`src/rtl/tl_master_arbiter.sv`:
```
// Shares one TileLink-UL master port between N_REQ requesters: round-robin A arbitration with
// locked Put bursts, source tagging, and D steering. Optional macro: TL_ARB_OUTST_LIMIT_EN.
module tl_master_arbiter #(
  parameter  int unsigned N_REQ     = 2,
  parameter  int unsigned REQ_SRC_W = 1,
  parameter  int unsigned MAX_OUTST = 2,
  localparam int unsigned IDX_W     = $clog2(N_REQ),
  localparam int unsigned OUT_SRC_W = IDX_W + REQ_SRC_W
) (
  input  logic                          clock,
  input  logic                          reset,
  input  logic [N_REQ-1:0]              r_a_valid,
  output logic [N_REQ-1:0]              r_a_ready,
  input  logic [3*N_REQ-1:0]            r_a_opcode,
  input  logic [4*N_REQ-1:0]            r_a_size,
  input  logic [REQ_SRC_W*N_REQ-1:0]    r_a_source,
  input  logic [32*N_REQ-1:0]           r_a_address,
  input  logic [8*N_REQ-1:0]            r_a_mask,
  input  logic [64*N_REQ-1:0]           r_a_data,
  output logic                          m_a_valid,
  input  logic                          m_a_ready,
  output logic [2:0]                    m_a_opcode,
  output logic [3:0]                    m_a_size,
  output logic [OUT_SRC_W-1:0]          m_a_source,
  output logic [31:0]                   m_a_address,
  output logic [7:0]                    m_a_mask,
  output logic [63:0]                   m_a_data,
  input  logic                          m_d_valid,
  output logic                          m_d_ready,
  input  logic [2:0]                    m_d_opcode,
  input  logic [3:0]                    m_d_size,
  input  logic [OUT_SRC_W-1:0]          m_d_source,
  input  logic [63:0]                   m_d_data,
  input  logic                          m_d_error,
  output logic [N_REQ-1:0]              r_d_valid,
  input  logic [N_REQ-1:0]              r_d_ready,
  output logic [2:0]                    r_d_opcode,
  output logic [3:0]                    r_d_size,
  output logic [REQ_SRC_W-1:0]          r_d_source,
  output logic [63:0]                   r_d_data,
  output logic                          r_d_error
);

  localparam int unsigned CNT_W = 13;

  typedef enum logic {IDLE, LOCKED} state_t;

  state_t             state;
  logic [IDX_W-1:0]   rr_ptr;
  logic [IDX_W-1:0]   lock_idx;
  logic [CNT_W-1:0]   beat_cnt;

  logic [N_REQ-1:0]   limit_ok;
  logic [N_REQ-1:0]   eligible;
  logic [IDX_W-1:0]   scan_idx;
  logic [IDX_W-1:0]   pick;
  logic               pick_ok;
  logic [IDX_W-1:0]   grant;
  int unsigned        g_ofs;
  logic               a_hs;
  logic               multi;
  logic [CNT_W-1:0]   burst_last;
  logic [IDX_W-1:0]   tgt;

  assign eligible = r_a_valid & limit_ok;

  always_comb begin
    scan_idx = '0;
    pick     = rr_ptr;
    pick_ok  = 1'b0;
    for (int unsigned k = 0; k < N_REQ; k++) begin
      scan_idx = rr_ptr + IDX_W'(k);
      if (!pick_ok && eligible[scan_idx]) begin
        pick    = scan_idx;
        pick_ok = 1'b1;
      end
    end
  end

  // A locked burst bypasses the round-robin scan and the outstanding limit.
  assign grant     = (state == LOCKED) ? lock_idx : pick;
  assign m_a_valid = !reset && ((state == LOCKED) ? r_a_valid[lock_idx] : pick_ok);
  assign a_hs      = m_a_valid && m_a_ready;

  always_comb begin
    r_a_ready = '0;
    if (a_hs) r_a_ready[grant] = 1'b1;
  end

  assign g_ofs       = 32'(grant);
  assign m_a_opcode  = r_a_opcode[g_ofs*3 +: 3];
  assign m_a_size    = r_a_size[g_ofs*4 +: 4];
  assign m_a_source  = {grant, r_a_source[g_ofs*REQ_SRC_W +: REQ_SRC_W]};
  assign m_a_address = r_a_address[g_ofs*32 +: 32];
  assign m_a_mask    = r_a_mask[g_ofs*8 +: 8];
  assign m_a_data    = r_a_data[g_ofs*64 +: 64];

  assign multi      = (m_a_opcode == 3'd0 || m_a_opcode == 3'd1) && (m_a_size > 4'd3);
  assign burst_last = (CNT_W'(1) << (m_a_size - 4'd3)) - CNT_W'(1);

  always_ff @(posedge clock) begin
    if (reset) begin
      state    <= IDLE;
      rr_ptr   <= '0;
      lock_idx <= '0;
      beat_cnt <= '0;
    end else begin
      case (state)
        IDLE: begin
          if (a_hs) begin
            if (multi) begin
              beat_cnt <= burst_last;
              lock_idx <= grant;
              state    <= LOCKED;
            end else begin
              rr_ptr <= grant + 1'b1;
            end
          end
        end
        LOCKED: begin
          if (a_hs) begin
            beat_cnt <= beat_cnt - 1'b1;
            if (beat_cnt == CNT_W'(1)) begin
              rr_ptr <= lock_idx + 1'b1;
              state  <= IDLE;
            end
          end
        end
        default: state <= IDLE;
      endcase
    end
  end

  assign tgt = m_d_source[OUT_SRC_W-1 -: IDX_W];

  always_comb begin
    r_d_valid = '0;
    if (!reset) r_d_valid[tgt] = m_d_valid;
  end

  assign m_d_ready  = !reset && r_d_ready[tgt];
  assign r_d_opcode = m_d_opcode;
  assign r_d_size   = m_d_size;
  assign r_d_source = m_d_source[REQ_SRC_W-1:0];
  assign r_d_data   = m_d_data;
  assign r_d_error  = m_d_error;

`ifdef TL_ARB_OUTST_LIMIT_EN
  localparam int unsigned OUTST_W = $clog2(MAX_OUTST + 1);

  logic [OUTST_W-1:0] outst [N_REQ];
  logic [CNT_W-1:0]   d_cnt;
  logic [CNT_W-1:0]   d_beats_m1;
  logic               d_hs;
  logic               d_is_data;
  logic               d_last;

  assign d_hs       = m_d_valid && m_d_ready;
  assign d_is_data  = (m_d_opcode == 3'd1);
  assign d_beats_m1 = (m_d_size > 4'd3) ? (CNT_W'(1) << (m_d_size - 4'd3)) - CNT_W'(1) : '0;
  assign d_last     = !d_is_data || (d_cnt == d_beats_m1);

  // D beats of one message are contiguous, so one shared beat counter suffices.
  always_ff @(posedge clock) begin
    if (reset) begin
      d_cnt <= '0;
    end else if (d_hs && d_is_data) begin
      d_cnt <= d_last ? '0 : d_cnt + 1'b1;
    end
  end

  always_ff @(posedge clock) begin
    for (int unsigned i = 0; i < N_REQ; i++) begin
      if (reset) begin
        outst[i] <= '0;
      end else begin
        if ((a_hs && state == IDLE && grant == IDX_W'(i)) && !(d_hs && d_last && tgt == IDX_W'(i)))
          outst[i] <= outst[i] + 1'b1;
        else if (!(a_hs && state == IDLE && grant == IDX_W'(i)) && (d_hs && d_last && tgt == IDX_W'(i)))
          outst[i] <= outst[i] - 1'b1;
      end
    end
  end

  always_comb begin
    limit_ok = '0;
    for (int unsigned i = 0; i < N_REQ; i++)
      limit_ok[i] = (outst[i] != OUTST_W'(MAX_OUTST));
  end
`else
  logic unused_max_outst;
  assign unused_max_outst = (MAX_OUTST == 0);
  assign limit_ok = '1;
`endif

endmodule

```
`config.mk`:
```
export PLATFORM = sky130hd
export DESIGN_NAME = tl_master_arbiter
export DESIGN_NICKNAME = d
export VERILOG_FILES = /design/src/rtl/tl_master_arbiter.sv
export SDC_FILE = /design/constraint.sdc
export NUM_CORES = 1
export LEC_CHECK = 0
export BUFFER_PORTS_ARGS = -buffer_cell sky130_fd_sc_hd__buf_2
export CORE_AREA = 2 2 196 198
export CTS_CLUSTER_SIZE = 14
export DETAILED_ROUTE_END_ITERATION = 6
export DIE_AREA = 0 0 198 200
export PLACE_DENSITY = 0.35
export SLEW_MARGIN = 10
export SYNTH_ARGS = -nofsm -noshare
export SYNTH_HDL_FRONTEND = slang
export SYNTH_SLANG_ARGS = --single-unit
```
`constraint.sdc`:
```
create_clock -name clock -period 5.8 [get_ports clock]
set_input_delay 0.29 -clock clock [delete_from_list [all_inputs] [get_ports clock]]
set_output_delay 0.29 -clock clock [all_outputs]
set_load 0.05 [all_outputs]
```
==> impl_summary.log, run 1 <==
INFO  metric insertion_delay = 250 ps
INFO  metric floorplan.die_area = 39,600 um2
INFO  metric depth_of_the_worst_register_to_register_path = 9
INFO  metric period_needed = 4120 ps
INFO  metric die-width = 198 um
INFO  metric cts_sinks = 16
INFO  metric yosysUniqueCellTypes = 52
INFO  metric cts_root_buffer = sky130_fd_sc_hd__clkbuf_16
INFO  metric cts.clk_slew.worst_paths = 50 ps
INFO  metric place_worst_setup_slack = 1850 ps
INFO  metric power-per-cell-area = 202 nW/um2
INFO  metric reg2reg_launch_point = rr_ptr
INFO  metric rsz0062_at_grt = false
INFO  metric ys_ff_latch = 16
INFO  metric synthArstFlopShare = 0%
INFO  metric average_cell_area_after_synthesis = 8.37 um2
INFO  metric hold-path-cell-count = 2
INFO  metric fillerInstances = 4,305
INFO  metric whs_endpoint = lock_idx
INFO  metric dieHeight = 200 um
INFO  metric hp-start = reset
INFO  metric reg2reg_slack = 2080 ps
INFO  metric max_capacitance_violation_count = 0
INFO  metric design.core.area = 37,400 um2
INFO  metric synth_sequential_area_ratio = 9.64%
INFO  metric post_cts_resize_count = 0
INFO  metric post-route-drc-count = 0
INFO  metric global_route_wire_length_before_repair = 24.3 mm
INFO  metric path_max_fanout = 59
INFO  metric worstHoldPathType = in -> reg
INFO  metric cts_buffer_depth = 2
INFO  metric vias = 3,914
INFO  metric route.detailed.wl_per_inst = 16.7 um
INFO  metric finalHoldViolations = 0
INFO  metric post_route_cells_drive_above_1_share = 72.7%
INFO  metric final_nets = 969
INFO  metric grt_antenna_before_repair = 1
INFO  metric syn2layout_area_growth = 56.1%
INFO  metric timing.critical_path.arrival = 3830 ps
INFO  metric required_time_of_the_critical_path = 5510 ps
INFO  metric timing_max_transition_violations_final = 0
INFO  metric gp_congestion = 0.702
INFO  metric initial_core_util = 8.89%
INFO  metric cts.htree.levels = 1
INFO  metric crit-reg2reg-capture = beat_cnt[10]
INFO  metric firstDrtPassIters = 4
INFO  metric portBuffers = 351
INFO  metric result_of_the_run = finished, final reports clean
INFO  metric leakagePower = 2.39 nW
INFO  metric wirelength = 19.6 mm
INFO  metric tritoncts.num_buffers = 3
INFO  metric synth_area = 3320 um2
INFO  metric critPathKind = reg -> out
INFO  metric fin_tns_setup = 0 ps
INFO  metric post_route_fraction_of_the_period_consumed_by_the_critical_path = 71.0%
INFO  metric ir_drop = 0.0713 mV
INFO  metric global_route.overflow_total = 0
INFO  metric max_freq = 243 MHz
INFO  metric maximum_number_of_pins_on_one_net_before_global_route_repair = 60
INFO  metric std_cell_rows = 71
INFO  metric postLayoutSetupSlackWorst = 1680 ps
INFO  metric setup.worst_path.end_class = primary output
INFO  metric tritoncts = done
INFO  metric start_kind = register
INFO  metric cts.hold.buffers_added = 0
INFO  metric skew = 2.87 ps
INFO  metric dominantRegCellSynth = sky130_fd_sc_hd__dfxtp_1
INFO  metric synth.net_count = 706
INFO  metric drtAntennaViolNets = 0
INFO  metric pin_count = 498
INFO  metric gr-usage-all-layers = 8.48%
INFO  metric setup-violations-final = 0
INFO  metric hpwlAfterDp = 17.3 mm
INFO  metric drtIter0Drc = 138
INFO  metric max-slew-margin-rel = 29.9%
INFO  metric post-cts-setup-buffers = 0
INFO  metric syn_inst = 397
INFO  metric vias_in_the_first_global_route = 3,604
INFO  metric viasPerCell = 3.34
INFO  metric yosys_warning_total = 0
INFO  metric worst_pin_slew = 1050 ps
INFO  metric synth_enable_flop_cells = 0
[flip-flops by register name, indices dropped and copies added (netlist names)]
register / cells
state: 1
rr_ptr: 1
lock_idx: 1
beat_cnt: 13
[worst max-delay path, stage by stage (launching register included)]
cell                       delay [ps]
sky130_fd_sc_hd__dfxtp_1          480
sky130_fd_sc_hd__a21boi_4         120
sky130_fd_sc_hd__o31ai_4          890
sky130_fd_sc_hd__buf_4            610
sky130_fd_sc_hd__buf_4            710
sky130_fd_sc_hd__mux2_2           440
sky130_fd_sc_hd__buf_2            230
[per-layer routing]
metal / routed length, um / vias up / track usage, %
met1: 7390 / 1799 / 9.71
met5: 0 / - / 0
met3: 1830 / 12 / 2.72
li1: - / 1892 / -
met2: 10000 / 211 / 15.4
met4: 351 / 0 / 1.81
[metrics by stage]
step	instance area (um2)	hold slack (ps)	instances	power [mW]	util [%]
after CTS	5180	447	1170	1.06	13.9
after global routing	5190	446	1171	1.10	13.9
after global placement	5090	484	1166	0.907	13.6
after detailed placement	5090	486	1166	0.905	13.6
after floorplan	3320	362	397	0.816	-
final	5190	434	1171	1.05	13.9
[area by class of cell]
type	instances	area (um2)	area share, %
timing repair buffer	354	1780	34.3
inverter	9	41.3	0.796
antenna	1	2.50	0.0483
clock buffer	4	88.8	1.71
sequential	16	320	6.18
multi-input combinational	276	2310	44.6
tap	511	639	12.3
[power by group]
part           internal [mW]  switching, mW
Combinational          0.245          0.526
Sequential             0.116        0.00688
Clock                  0.105         0.0473
[placed cells by master (no fill, tap or decap), drive strengths merged, types with 2 or more instances in the layout]
master | Yosys | final
o31ai | 3 | 3
a31oi | 3 | 3
nor2 | 22 | 22
or2b | 4 | 4
a21o | 2 | 2
o221ai | 4 | 4
a32o | 3 | 3
nand2b | 4 | 4
and2 | 3 | 3
clkbuf | 7 | 4
nand2 | 17 | 17
nor3 | 9 | 9
o21ai | 13 | 13
dfxtp | 16 | 16
nor3b | 2 | 2
or2 | 2 | 2
a211oi | 3 | 3
and3 | 2 | 2
inv | 9 | 9
o22ai | 3 | 3
a21oi | 11 | 11
mux2 | 111 | 111
nor2b | 4 | 4
xnor2 | 3 | 3
o211ai | 3 | 3
a211o | 2 | 2
ha | 3 | 3
buf | 89 | 354
nand4 | 4 | 4
mux2i | 7 | 7
nand3 | 14 | 14
or3 | 2 | 2
a311oi | 2 | 2
[Yosys cell counts, types with 2 or more instances]
cell type	n	area share, %
sky130_fd_sc_hd__mux2_2	111	38
sky130_fd_sc_hd__buf_4	74	17
sky130_fd_sc_hd__nor2_1	22	2.5
sky130_fd_sc_hd__nand2_1	17	1.9
sky130_fd_sc_hd__dfxtp_1	16	9.6
sky130_fd_sc_hd__nand3_1	14	2.1
sky130_fd_sc_hd__o21ai_0	13	2.0
sky130_fd_sc_hd__a21oi_1	11	1.7
sky130_fd_sc_hd__nor3_1	9	1.4
sky130_fd_sc_hd__inv_1	8	0.90
sky130_fd_sc_hd__buf_1	7	0.79
sky130_fd_sc_hd__clkbuf_1	7	0.79
sky130_fd_sc_hd__mux2i_1	7	2.1
sky130_fd_sc_hd__buf_2	6	0.90
sky130_fd_sc_hd__nand2b_1	4	0.75
sky130_fd_sc_hd__nand4_1	4	0.75
sky130_fd_sc_hd__nor2b_1	4	0.75
sky130_fd_sc_hd__or2b_1	4	0.90
sky130_fd_sc_hd__a211oi_1	3	0.68
sky130_fd_sc_hd__a31oi_1	3	0.56
sky130_fd_sc_hd__a32o_1	3	0.90
sky130_fd_sc_hd__and2_1	3	0.56
sky130_fd_sc_hd__ha_1	3	1.1
sky130_fd_sc_hd__o221ai_1	3	0.79
sky130_fd_sc_hd__o31ai_1	3	0.68
sky130_fd_sc_hd__xnor2_1	3	0.79
sky130_fd_sc_hd__a211o_1	2	0.53
sky130_fd_sc_hd__a21o_1	2	0.45
sky130_fd_sc_hd__a311oi_1	2	0.53
sky130_fd_sc_hd__and3_1	2	0.38
sky130_fd_sc_hd__buf_6	2	0.68
sky130_fd_sc_hd__o211ai_1	2	0.45
sky130_fd_sc_hd__o22ai_1	2	0.38
sky130_fd_sc_hd__or2_2	2	0.38
sky130_fd_sc_hd__or3_1	2	0.38
[cells by family after synthesis]
kind of cell / count (synthesis) / synth area share, %
xor+xnor: 3 / 0.791
mux: 118 / 39.7
buf+inv: 105 / 21.1
flops: 16 / 9.64
fa+ha+maj: 3 / 1.13
simple gates: 90 / 13.5
compound gates: 62 / 14.1
[worst max path at each step]
stage | startpoint | end | slack [ps] | cells past startpoint
after floorplan | rr_ptr | beat_cnt[10] | 2700 | 12
after global placement | r_a_valid[0] | m_a_data[6] | 1970 | 7
after detailed placement | rr_ptr | m_a_data[6] | 1850 | 6
after CTS | rr_ptr | m_a_data[6] | 1600 | 6
after global routing | rr_ptr | m_a_data[6] | 1460 | 6
final | rr_ptr | m_a_data[6] | 1680 | 6
Note: power is estimated with default switching activity, not from simulation.
==> run 2: changes to the inputs <==
ABC_AREA = 1   (was not set)
CORE_AREA = 2 2 191 193   (was 2 2 196 198)
DIE_AREA = 0 0 193 195   (was 0 0 198 200)
PLACE_DENSITY = 0.37   (was 0.35)
clock period = 4 ns   (was 5.8 ns; I/O delays follow)
==> run 2 against run 1 <==
  * Routed wire length up 7.2%
  * Clock skew down 1.5 ps
  * Critical path depth up 8
  * Setup slack worse by 300 ps
  * Sequential share of layout area up 0.089 points
  * Power up 44%
  * Register-to-register slack worse by 700 ps
  * Synthesized cell count up 68%
  * Largest power group unchanged
==> impl_summary.log, run 2 <==
INFO  metric result_of_the_run = finished, final reports clean
INFO  metric synth_enable_flop_cells = 0
INFO  metric die-width = 193 um
INFO  metric dominantRegCellSynth = sky130_fd_sc_hd__dfxtp_1
INFO  metric groute.layer.met2.usage = 16.1%
INFO  metric worst_pin_slew = 734 ps
INFO  metric cts.htree.levels = 1
INFO  metric synth.top_cells.by_count = sky130_fd_sc_hd__nand2_1, sky130_fd_sc_hd__buf_4, sky130_fd_sc_hd__inv_1, sky130_fd_sc_hd__nor2_1, sky130_fd_sc_hd__nand3_1
INFO  metric gr-usage-all-layers = 10.3%
INFO  metric final_core_utilization = 14.4%
INFO  metric timing_max_transition_violations_final = 0
INFO  metric cts_buffer_depth = 2
INFO  metric syn2layout_area_growth = 52.4%
INFO  metric post_cts_resize_count = 0
INFO  metric average_cell_area_after_synthesis = 5.03 um2
INFO  metric synth.net_count = 976
INFO  metric floorplan.die_area = 37,600 um2
INFO  metric placement.cell_area = 5020 um2
INFO  metric synth.most_common_cell = sky130_fd_sc_hd__nand2_1
INFO  metric vias = 4,855
INFO  metric max_capacitance_violation_count = 0
INFO  metric syn_inst = 667
INFO  metric wirelength = 21.0 mm
INFO  metric drtAntennaViolNets = 0
INFO  metric yosysTopAreaCellShare = 42.0%
INFO  metric initial_core_util = 9.48%
INFO  metric ys_ff_latch = 16
INFO  metric grt-busiest-layer = met2
INFO  metric power-per-cell-area = 296 nW/um2
INFO  metric cts_sinks = 16
INFO  metric regArea = 320 um2
INFO  metric finalHoldViolations = 0
INFO  metric drtIter0Drc = 197
INFO  metric leakagePower = 3.15 nW
INFO  metric multi_input_comb_area = 2190 um2
INFO  metric met1_usage = 9.95%
INFO  metric cts.clk_slew.worst_paths = 50 ps
INFO  metric start_kind = register
INFO  metric skew = 1.37 ps
INFO  metric design_area_final = 5110 um2
INFO  metric portBuffers = 351
INFO  metric most-common-layout-cells = sky130_fd_sc_hd__nand2_1, sky130_fd_sc_hd__buf_2, sky130_fd_sc_hd__inv_1, sky130_fd_sc_hd__nor2_1, sky130_fd_sc_hd__nand3_1
INFO  metric cts.hold.buffers_added = 0
INFO  metric hpwlAfterDp = 18.4 mm
INFO  metric design.core.area = 35,400 um2
INFO  metric required_time_of_the_critical_path = 4180 ps
INFO  metric rsz0062_at_grt = false
INFO  metric insertion_delay = 250 ps
INFO  metric cts_root_buffer = sky130_fd_sc_hd__clkbuf_16
INFO  metric worstHoldPathType = in -> reg
INFO  metric viasPerCell = 3.51
INFO  metric tritoncts = done
INFO  metric final_nets = 1,233
INFO  metric reg2reg_slack = 1380 ps
INFO  metric synthArstFlopShare = 0%
INFO  metric synth_top_cells_by_area = sky130_fd_sc_hd__nand2_1, sky130_fd_sc_hd__buf_4, sky130_fd_sc_hd__dfxtp_1
INFO  metric setup.worst_path.end_class = register
INFO  metric antenna_cells = 0
INFO  metric tritoncts.num_buffers = 3
INFO  metric route.detailed.wl_per_inst = 15.2 um
INFO  metric yosys_warning_total = 0
INFO  metric most_frequent_standard_cell_in_the_layout_excluding_fill_and_tap_cells = sky130_fd_sc_hd__nand2_1
INFO  metric synth_sequential_area_ratio = 9.55%
INFO  metric post-route-drc-count = 0
INFO  metric post-synth-top-area-cell = sky130_fd_sc_hd__nand2_1
INFO  metric max_freq = 382 MHz
INFO  metric gp_congestion = 0.951
INFO  metric global_route.overflow_total = 0
INFO  metric critPathKind = reg -> reg
INFO  metric global_route_wire_length_before_repair = 28.7 mm
INFO  metric post_route_cells_drive_above_1_share = 41.6%
INFO  metric period_needed = 2620 ps
INFO  metric firstDrtPassIters = 4
INFO  metric ir_drop = 0.149 mV
INFO  metric largest-register = beat_cnt
INFO  metric post_route_fraction_of_the_period_consumed_by_the_critical_path = 65.4%
INFO  metric vias_in_the_first_global_route = 4,553
INFO  metric fillerInstances = 4,236
INFO  metric dieHeight = 195 um
INFO  metric synth_area = 3350 um2
INFO  metric fin_tns_setup = 0 ps
INFO  metric design_power_total = 1.51 mW
INFO  metric largest_register_ff_count = 13
INFO  metric path_max_fanout = 71
INFO  metric maximum_number_of_pins_on_one_net_before_global_route_repair = 72
INFO  metric std_cell_rows = 69
INFO  metric max-slew-margin-rel = 51.1%
INFO  metric setup-violations-final = 0
INFO  metric yosysUniqueCellTypes = 31
INFO  metric post-cts-setup-buffers = 0
INFO  metric grt_use_met3 = 9.90%
INFO  metric timing.critical_path.arrival = 2800 ps
INFO  metric pin_count = 498
INFO  metric grt_antenna_before_repair = 6
==> run 2: report_power, final <==
| part | internal, mW | total [mW] | switching, mW |
|---|---|---|---|
| clock | 0.152 | 0.219 | 0.0667 |
| sequential | 0.167 | 0.174 | 0.00644 |
| combinational | 0.285 | 1.12 | 0.834 |
| total | 0.604 | 1.51 | 0.907 |
==> run 2: cell families (layout without fill, tap and decap cells) <==
kind of cell | after synthesis | after routing | share of synthesized area, %
and+or+nand+nor | 452 | 452 | 53.6
buffers and inverters | 140 | 396 | 25.1
AOI/OAI and AO/OA | 50 | 50 | 9.10
DFF | 16 | 16 | 9.55
xor gates and xnor gates | 6 | 6 | 1.57
adders and majority gates | 3 | 3 | 1.12
==> run 2: final timing paths <==
kind                                     end        start  depth (start not counted)
worst max-delay path            beat_cnt[10]       rr_ptr                         14
worst min-delay path            beat_cnt[10]        reset                          2
worst max register to register  beat_cnt[10]       rr_ptr                         14
worst min register to register   beat_cnt[5]  beat_cnt[5]                          2
==> run 2: area by class of cell <==
| cell class | instances | area share (%) |
|---|---|---|
| flip-flops and latches | 16 | 6.27 |
| multi-input cells | 511 | 42.9 |
| inverters | 35 | 2.59 |
| repair buffers | 357 | 35.2 |
| clock buffers | 4 | 1.74 |
| well taps | 461 | 11.3 |
==> run 2: per-stage QoR <==
stage                     hold slack, ps  setup slack (ps)  std cells
final                                339              1380       1384
after global routing                 354              1120       1384
after CTS                            333              1360       1384
after detailed placement             400              1320       1380
after global placement               400              1300       1380
after floorplan                      337              1110        667
==> run 2: per-layer routing <==
layer | routed length, um | vias up
li1 | - | 2474
met1 | 6940 | 2061
met2 | 8980 | 278
met3 | 4660 | 30
met4 | 365 | 12
met5 | 65 | -
==> run 2: critical path, stage by stage (launching register included) <==
cell and delay [ps]:
sky130_fd_sc_hd__dfxtp_1 300, sky130_fd_sc_hd__inv_1 110, sky130_fd_sc_hd__a21oi_4 70, sky130_fd_sc_hd__nand2_4 100, sky130_fd_sc_hd__nand2_4 100, sky130_fd_sc_hd__buf_4 320
sky130_fd_sc_hd__nand2_1 140, sky130_fd_sc_hd__nand2_1 80, sky130_fd_sc_hd__nor2_2 220, sky130_fd_sc_hd__nand2_2 120, sky130_fd_sc_hd__a21oi_4 390, sky130_fd_sc_hd__inv_2 220
sky130_fd_sc_hd__a21oi_1 160, sky130_fd_sc_hd__nand2_1 70, sky130_fd_sc_hd__a21oi_1 100
==> run 3: changes to the inputs <==
clock period = 2.41 ns   (was 4 ns; I/O delays follow)
==> run 3 against run 2 <==
  * Cell area grew 3.6%
  * Sequential power grew 66%
  * Critical path depth shrank 5
  * Power grew 72%
  * Routed wire length shrank 1.2%
  * Largest power group unchanged
  * Register-to-register slack lost 1100 ps
  * Setup slack lost 1300 ps
  * Clock-buffer cell count is the same
  * Flip-flop and latch count is the same
  * Non-clock buffer count grew 4
  * Via count grew 0.80%
==> impl_summary.log, run 3 (same netlist as run 2, synthesis figures left out) <==
INFO  metric result_of_the_run = finished, final reports clean
INFO  metric portBuffers = 351
INFO  metric cpPeakStageDelay = 310 ps
INFO  metric setup-violations-final = 0
INFO  metric fillerInstances = 4,264
INFO  metric insertion_delay = 250 ps
INFO  metric vias_in_the_first_global_route = 5,011
INFO  metric critPathKind = reg -> out
INFO  metric most-common-layout-cells = sky130_fd_sc_hd__nand2_1, sky130_fd_sc_hd__buf_2, sky130_fd_sc_hd__inv_1, sky130_fd_sc_hd__nor2_1, sky130_fd_sc_hd__nand3_1
INFO  metric wirelength = 20.8 mm
INFO  metric path_max_fanout = 105
INFO  metric timing.critical_path.slowest_stage_cell = sky130_fd_sc_hd__dfxtp_1
INFO  metric maximum_number_of_pins_on_one_net_before_global_route_repair = 106
INFO  metric largest-register = beat_cnt
INFO  metric setup.worst_path.end_class = primary output
INFO  metric place_worst_setup_slack = 278 ps
INFO  metric max_capacitance_violation_count = 0
INFO  metric critPathBufInv = 4
INFO  metric reg2reg_slack = 290 ps
INFO  metric drtIter0Drc = 178
INFO  metric dieHeight = 195 um
INFO  metric start_kind = register
INFO  metric critical_path.cell_chain = inv_1, a21oi_4, nand2_4, nand2_4, inv_4, buf_12, nand2_1, nand2_1, buf_2
INFO  metric post-route-drc-count = 0
INFO  metric die-width = 193 um
INFO  metric fin_tns_setup = 0 ps
INFO  metric cts_buffer_depth = 2
INFO  metric worstHoldPathType = in -> out
INFO  metric postLayoutSetupSlackWorst = 90.4 ps
INFO  metric required_time_of_the_critical_path = 2290 ps
INFO  metric placement.cell_area = 5210 um2
INFO  metric design.core.area = 35,400 um2
INFO  metric hpwlAfterDp = 18.0 mm
INFO  metric largest_register_ff_count = 13
INFO  metric post-cts-setup-buffers = 0
INFO  metric vias = 4,894
INFO  metric post_cts_resize_count = 0
INFO  metric cts_root_buffer = sky130_fd_sc_hd__clkbuf_16
INFO  metric global_route.overflow_total = 0
INFO  metric depth_of_the_worst_register_to_register_path = 16
INFO  metric cts_sinks = 16
INFO  metric met2RoutedLength = 10.7 mm
INFO  metric drt-met1-wl = 7.59 mm
INFO  metric design_area_final = 5300 um2
INFO  metric cts.htree.levels = 1
INFO  metric finalHoldViolations = 0
INFO  metric syn2layout_area_growth = 57.9%
INFO  metric period_needed = 2320 ps
INFO  metric cts.hold.buffers_added = 0
INFO  metric pin_count = 498
INFO  metric route.detailed.wl_per_inst = 14.9 um
INFO  metric leakagePower = 3.22 nW
INFO  metric hold-path-cell-count = 0
INFO  metric ir_drop = 0.233 mV
INFO  metric cp.depth = 9
INFO  metric firstDrtPassIters = 4
INFO  metric final_nets = 1,237
INFO  metric final_core_utilization = 15.0%
INFO  metric initial_core_util = 9.48%
INFO  metric power-per-cell-area = 490 nW/um2
INFO  metric post_route_fraction_of_the_period_consumed_by_the_critical_path = 96.2%
INFO  metric cts.clk_slew.worst_paths = 50 ps
INFO  metric global_route_wire_length_before_repair = 30.3 mm
INFO  metric timing_max_transition_violations_final = 0
INFO  metric worst_pin_slew = 581 ps
INFO  metric grt_antenna_before_repair = 4
INFO  metric floorplan.die_area = 37,600 um2
INFO  metric max-slew-margin-rel = 61.3%
INFO  metric tritoncts.num_buffers = 3
INFO  metric crit_family = buffers and inverters
INFO  metric gp_congestion = 0.807
INFO  metric tritoncts = done
INFO  metric viasPerCell = 3.52
INFO  metric dr_wl_met3 = 2.28 mm
INFO  metric max_freq = 431 MHz
INFO  metric rsz0062_at_grt = false
INFO  metric drtAntennaViolNets = 0
INFO  metric gr-usage-all-layers = 10.5%
INFO  metric most_frequent_standard_cell_in_the_layout_excluding_fill_and_tap_cells = sky130_fd_sc_hd__nand2_1
INFO  metric top_metal_used = met4
INFO  metric skew = 1.35 ps
INFO  metric timing.critical_path.arrival = 2200 ps
INFO  metric std_cell_rows = 69
INFO  metric post_route_cells_drive_above_1_share = 42.1%
==> run 3: through the flow <==
stage / hold WS (ps) / total power, mW / std cells
2_1_floorplan: 258 / 1.94 / 667
3_3_place_gp: 241 / 2.26 / 1384
3_5_place_dp: 241 / 2.25 / 1384
4_1_cts: 241 / 2.63 / 1388
5_1_grt: 241 / 2.78 / 1389
6_report: 241 / 2.59 / 1389
==> run 3: cell type report <==
cell class	count	area, um2	area share (%)
Multi-Input combinational cell	511	2200	41.5
Sequential cell	16	320	6.05
Timing Repair Buffer	361	1980	37.3
Clock buffer	4	88.8	1.68
Inverter	35	134	2.53
Tap cell	461	577	10.9
Antenna cell	1	2.50	0.0472
==> run 3: worst paths after layout <==
path                                  start      endpoint
worst max-delay path                 rr_ptr  m_a_data[40]
worst min-delay path            m_d_data[0]   r_d_data[0]
worst max register to register       rr_ptr  beat_cnt[10]
worst min register to register  beat_cnt[7]   beat_cnt[7]
==> run 3: metal layers <==
layer  up-vias  GRT usage [%]
li1       2493              -
met2       275           19.6
met3        11           4.28
met4         0           1.12
met5         -              0
met1      2115           11.4
==> run 3: power by group <==
part | leakage (nW) | switching [mW] | total [mW] | internal [mW]
logic | 3.05 | 1.41 | 1.94 | 0.528
registers | 0.130 | 0.0111 | 0.288 | 0.277
clock network | 0.0442 | 0.117 | 0.370 | 0.253
total | 3.22 | 1.54 | 2.59 | 1.06
==> run 3: worst reg2reg max path: stages (launching register included) <==
cell	delay [ps]
sky130_fd_sc_hd__dfxtp_1	330
sky130_fd_sc_hd__inv_1	80
sky130_fd_sc_hd__a21oi_4	140
sky130_fd_sc_hd__nand2_4	90
sky130_fd_sc_hd__nand2_4	150
sky130_fd_sc_hd__nand2_2	80
sky130_fd_sc_hd__nand2_4	130
sky130_fd_sc_hd__inv_2	80
sky130_fd_sc_hd__nand3_1	110
sky130_fd_sc_hd__ha_1	220
sky130_fd_sc_hd__nand3_1	110
sky130_fd_sc_hd__nor2_2	150
sky130_fd_sc_hd__nand2_1	70
sky130_fd_sc_hd__nand2_1	60
sky130_fd_sc_hd__nand3_1	80
sky130_fd_sc_hd__nand2_1	80
sky130_fd_sc_hd__a21oi_1	60
